`src/rtl/pipe_stage_skid.sv`:
```
// Pipeline stage register with valid/ready handshake, flush and optional skid.
// Define PIPE_SKID_EN for the two-entry skid build; undefined gives one entry.
module pipe_stage_skid #(
  parameter int unsigned           DATA_WIDTH = 70,
  parameter logic [DATA_WIDTH-1:0] RST_VAL    = {DATA_WIDTH{1'b0}}
) (
  input  logic                  clk,
  input  logic                  rst_n,
  input  logic                  up_valid_i,
  output logic                  up_ready_o,
  input  logic [DATA_WIDTH-1:0] up_data_i,
  output logic                  dn_valid_o,
  input  logic                  dn_ready_i,
  output logic [DATA_WIDTH-1:0] dn_data_o,
  input  logic                  flush_i,
  output logic [1:0]            occ_o
);

  logic                  up_xfer;
  logic                  dn_xfer;
  logic [DATA_WIDTH-1:0] m_data_q;
  logic [DATA_WIDTH-1:0] m_data_d;

  assign up_xfer    = up_valid_i & up_ready_o;
  assign dn_xfer    = dn_valid_o & dn_ready_i;
  assign dn_data_o  = m_data_q;

`ifdef PIPE_SKID_EN

  // Bit 0 is M.valid, bit 1 is S.valid; S without M is unreachable.
  typedef enum logic [1:0] {
    ST_EMPTY = 2'b00,
    ST_ONE   = 2'b01,
    ST_TWO   = 2'b11
  } state_e;

  state_e                state_q;
  state_e                state_d;
  logic [DATA_WIDTH-1:0] s_data_q;
  logic [DATA_WIDTH-1:0] s_data_d;

  assign up_ready_o = ~state_q[1];
  assign dn_valid_o = state_q[0];
  assign occ_o      = {1'b0, state_q[0]} + {1'b0, state_q[1]};

  // Entry FSM: M always holds the older payload, S the younger one.
  always_comb begin
    state_d  = state_q;
    m_data_d = m_data_q;
    s_data_d = s_data_q;
    if (flush_i) begin
      state_d  = ST_EMPTY;
      m_data_d = RST_VAL;
      s_data_d = RST_VAL;
    end else begin
      unique case (state_q)
        ST_EMPTY: begin
          if (up_xfer) begin
            state_d  = ST_ONE;
            m_data_d = up_data_i;
          end
        end
        ST_ONE: begin
          if (up_xfer && dn_xfer) begin
            m_data_d = up_data_i;
          end else if (up_xfer) begin
            state_d  = ST_TWO;
            s_data_d = up_data_i;
          end else if (dn_xfer) begin
            state_d  = ST_EMPTY;
          end
        end
        ST_TWO: begin
          if (dn_xfer) begin
            state_d  = ST_ONE;
            m_data_d = s_data_q;
          end
        end
        default: begin
          state_d = ST_EMPTY;
        end
      endcase
    end
  end

  // State and payload registers.
  always_ff @(posedge clk or negedge rst_n) begin
    if (!rst_n) begin
      state_q  <= ST_EMPTY;
      m_data_q <= RST_VAL;
      s_data_q <= RST_VAL;
    end else begin
      state_q  <= state_d;
      m_data_q <= m_data_d;
      s_data_q <= s_data_d;
    end
  end

`else

  logic m_valid_q;
  logic m_valid_d;

  assign up_ready_o = ~m_valid_q | dn_ready_i;
  assign dn_valid_o = m_valid_q;
  assign occ_o      = {1'b0, m_valid_q};

  // Single entry: load on accept, drop valid when drained.
  always_comb begin
    m_valid_d = m_valid_q;
    m_data_d  = m_data_q;
    if (flush_i) begin
      m_valid_d = 1'b0;
      m_data_d  = RST_VAL;
    end else if (up_xfer) begin
      m_valid_d = 1'b1;
      m_data_d  = up_data_i;
    end else if (dn_xfer) begin
      m_valid_d = 1'b0;
    end
  end

  // Valid and payload registers.
  always_ff @(posedge clk or negedge rst_n) begin
    if (!rst_n) begin
      m_valid_q <= 1'b0;
      m_data_q  <= RST_VAL;
    end else begin
      m_valid_q <= m_valid_d;
      m_data_q  <= m_data_d;
    end
  end

`endif

endmodule

```
`config.mk`:
```
export PLATFORM = sky130hd
export DESIGN_NAME = pipe_stage_skid
export DESIGN_NICKNAME = d
export VERILOG_FILES = /design/src/rtl/pipe_stage_skid.sv
export SDC_FILE = /design/constraint.sdc
export NUM_CORES = 1
export LEC_CHECK = 0
export CELL_PAD_IN_SITES_DETAIL_PLACEMENT = 1
export CELL_PAD_IN_SITES_GLOBAL_PLACEMENT = 2
export CORE_MARGIN = 2
export CORE_UTILIZATION = 22
export DETAILED_ROUTE_END_ITERATION = 10
export PLACE_DENSITY = 0.83
export SYNTH_ARGS = -nofsm -noshare
export SYNTH_HDL_FRONTEND = slang
export SYNTH_SLANG_ARGS = --single-unit
```
`constraint.sdc`:
```
create_clock -name clk -period 1.1 [get_ports clk]
set_input_delay 0.22 -clock clk [delete_from_list [all_inputs] [get_ports clk]]
set_output_delay 0.22 -clock clk [all_outputs]
set_load 0.02 [all_outputs]
```
==> reports/results.tsv, run 1 <==
metric	value	unit
status	finished, violations left	
violations	negative setup slack	
ys_seq_area_share	51.9	%
max_freq	788	MHz
grt_pass1_wl	17700	µm
vias	3138	
fin_nets	556	
hold_viol_final	0	
drc	0	
worstSetupPathType	reg -> reg	
synth.net_count	402	
critPathSlowestCell	dfrtp_2	
layout.area.seq	1780	µm²
hold_slack	0.284	ns
drt-total-wl	11800	µm
grt_max_degree	44	
synth_top_area_share	51.9	%
crit_family	flip-flops	
path_cells	nand2b_4 > buf_12 > clkbuf_16 > a21bo_2 > a21oi_2	
critPathMaxStageDelay	0.39	ns
yosysTopAreaCell	dfrtp_1	
power.total	0.00718	W
clock-sinks	71	
cts_tree	done	
pwr_density_cell	1200	nW/µm²
grt_pass1_vias	3420	
synth_cell_types	13	
slew_viol_final	0	
first_iter_violations	144	
rsz0062_at_grt	true	
dr.pass1.iters	4	
start_kind	flip-flop	
place.gp.congestion	0.708	
avgRoutedWirePerCell	17.5	µm
vias_per_cell	4.66	
overflow	0	
grt_usage	13.7	%
setup_ws	-0.169	ns
finalSetupTns	-9.01	ns
die-area	16600	µm²
cap_violations	0	
multiInputGateArea	1630	µm²
coreArea	15200	µm²
path_clk_slew	0.06	ns
antenna_found_initial	0	
period_minus_slack	1.27	ns
synth_cells	327	
cts_buffers	9	
start_util	22.5	%
yosys_warnings	0	
avgSynthCellArea	10.5	µm²
endpoint_kind	flip-flop	
clockBufferDepth	2	
synth-seq-cells	71	
dp_slack	-0.574	ns
critPathMaxFanout	10	
hold_path_class	in -> async	
setup-violations-final	73	
period_share	115	%
ios	149	
synthTopCellsByArea	dfrtp_1 (52%), a21bo_2 (18%), a21oi_1 (10%), nand3_1 (10%), buf_2 (3.4%)	
worst_ep_required_time	1.36	ns
finClkSkew	0.00661	ns
peakVddDrop	599	µV
insertion_delay	0.33	ns
numPortBuffers	147	
crit_buf_inv	2	
row_count	45	
reg2reg_slack	-0.17	ns
final_util	39.3	%
final_antenna_net_count	0	
worstPathArrival	1.53	ns
antenna-diode-count	0	
netlist_area	3420	µm²
layout-drive-gt1-share	50.0	%
post-dp-hpwl	7460	µm
htree_num_levels	3	
leakage	2.60	nW
area_delta_synth_final	74.6	%
die_height	129	µm
die_w	129	µm
fill_cells	1671	
root_buffer	clkbuf_16	
[cell type report]
cell class | count | share of cell area, %
Clock inverter | 5 | 0.419
Tap cell | 188 | 3.94
Inverter | 1 | 0.0629
Timing Repair Buffer | 185 | 34.4
Sequential cell | 71 | 29.8
Clock buffer | 11 | 4.06
Multi-Input combinational cell | 213 | 27.3
[what timing repair did]
action                                 CTS  global route
endpoints found under the hold margin   45             0
gates cloned                             2             2
setup endpoints to repair              142           141
pin swaps                                3             1
gates resized for setup                431            72
hold buffers                             1             0
setup buffers                            4             8
[logic make-up (layout without fill, tap and decap cells)]
logic type | Yosys count | in the layout | share of synthesized area [%]
AOI/OAI and AO/OA | 141 | 141 | 30.9
buffers and inverters | 43 | 202 | 6.44
DFF | 71 | 71 | 51.9
other | 1 | 1 | 0.110
and+or+nand+nor | 71 | 71 | 10.6
[stage by stage]
step	instance area, µm²	std cells
after CTS	5600	664
after global routing	5970	674
after floorplan	3450	327
after detailed placement	5160	641
after global placement	5160	641
final	5970	674
[cell usage after synthesis]
cell type and count:
buf_4 2, conb_1 1, nand3_1 70, nand2b_4 1, a21oi_1 71, a21bo_1 8, dfrtp_1 71, buf_6 3
buf_1 1, inv_1 1, a21bo_2 62, clkbuf_1 13, buf_2 23
[layer usage]
| layer | global-route usage, % | share of wire (%) | vias to the layer above |
|---|---|---|---|
| li1 | - | - | 1471 |
| met5 | 0 | 0 | - |
| met4 | 6.14 | 1.8 | 0 |
| met3 | 2.70 | 3.9 | 11 |
| met2 | 24.4 | 53 | 75 |
| met1 | 15.8 | 42 | 1581 |
[state kept, by name, indices dropped and copies added (netlist names)]
signal / count
dn_data_o: 70
dn_valid_o: 1
[where the power goes]
part           switching (W)  internal, W
Clock                0.00110      0.00157
Sequential          0.000105      0.00276
Combinational       0.000757     0.000895
[cells in the final DEF (no fill, tap or decap), drive strengths merged]
cell,instances
buf,111
dfrtp,71
a21oi,71
clkdlybuf4s50,70
nand3,70
a21bo,70
clkbuf,13
clkinv,5
nand2b,1
inv,1
conb,1
dlygate4sd3,1
dlymetal6s2s,1
[final timing paths]
kind,endpoint,cells past startpoint,from
max,dn_data_o[26],5,dn_valid_o
min,dn_data_o[68],2,rst_n
max reg2reg,dn_data_o[26],5,dn_valid_o
min reg2reg,dn_data_o[19],2,dn_data_o[19]
max in group asynchronous,dn_data_o[33],3,rst_n
min in group clk,dn_data_o[40],3,flush_i
Note: power is estimated with default switching activity, not from simulation.
==> run 2: changes to the inputs <==
--- a/config.mk
+++ b/config.mk
@@ -9,6 +9,7 @@
 export CELL_PAD_IN_SITES_GLOBAL_PLACEMENT = 2
 export CORE_MARGIN = 2
 export CORE_UTILIZATION = 22
+export CTS_CLUSTER_DIAMETER = 120
 export DETAILED_ROUTE_END_ITERATION = 10
 export PLACE_DENSITY = 0.83
 export SYNTH_ARGS = -nofsm -noshare
==> results of run 2 <==
Final layout, timing and power as in run 1 (identical DEF).
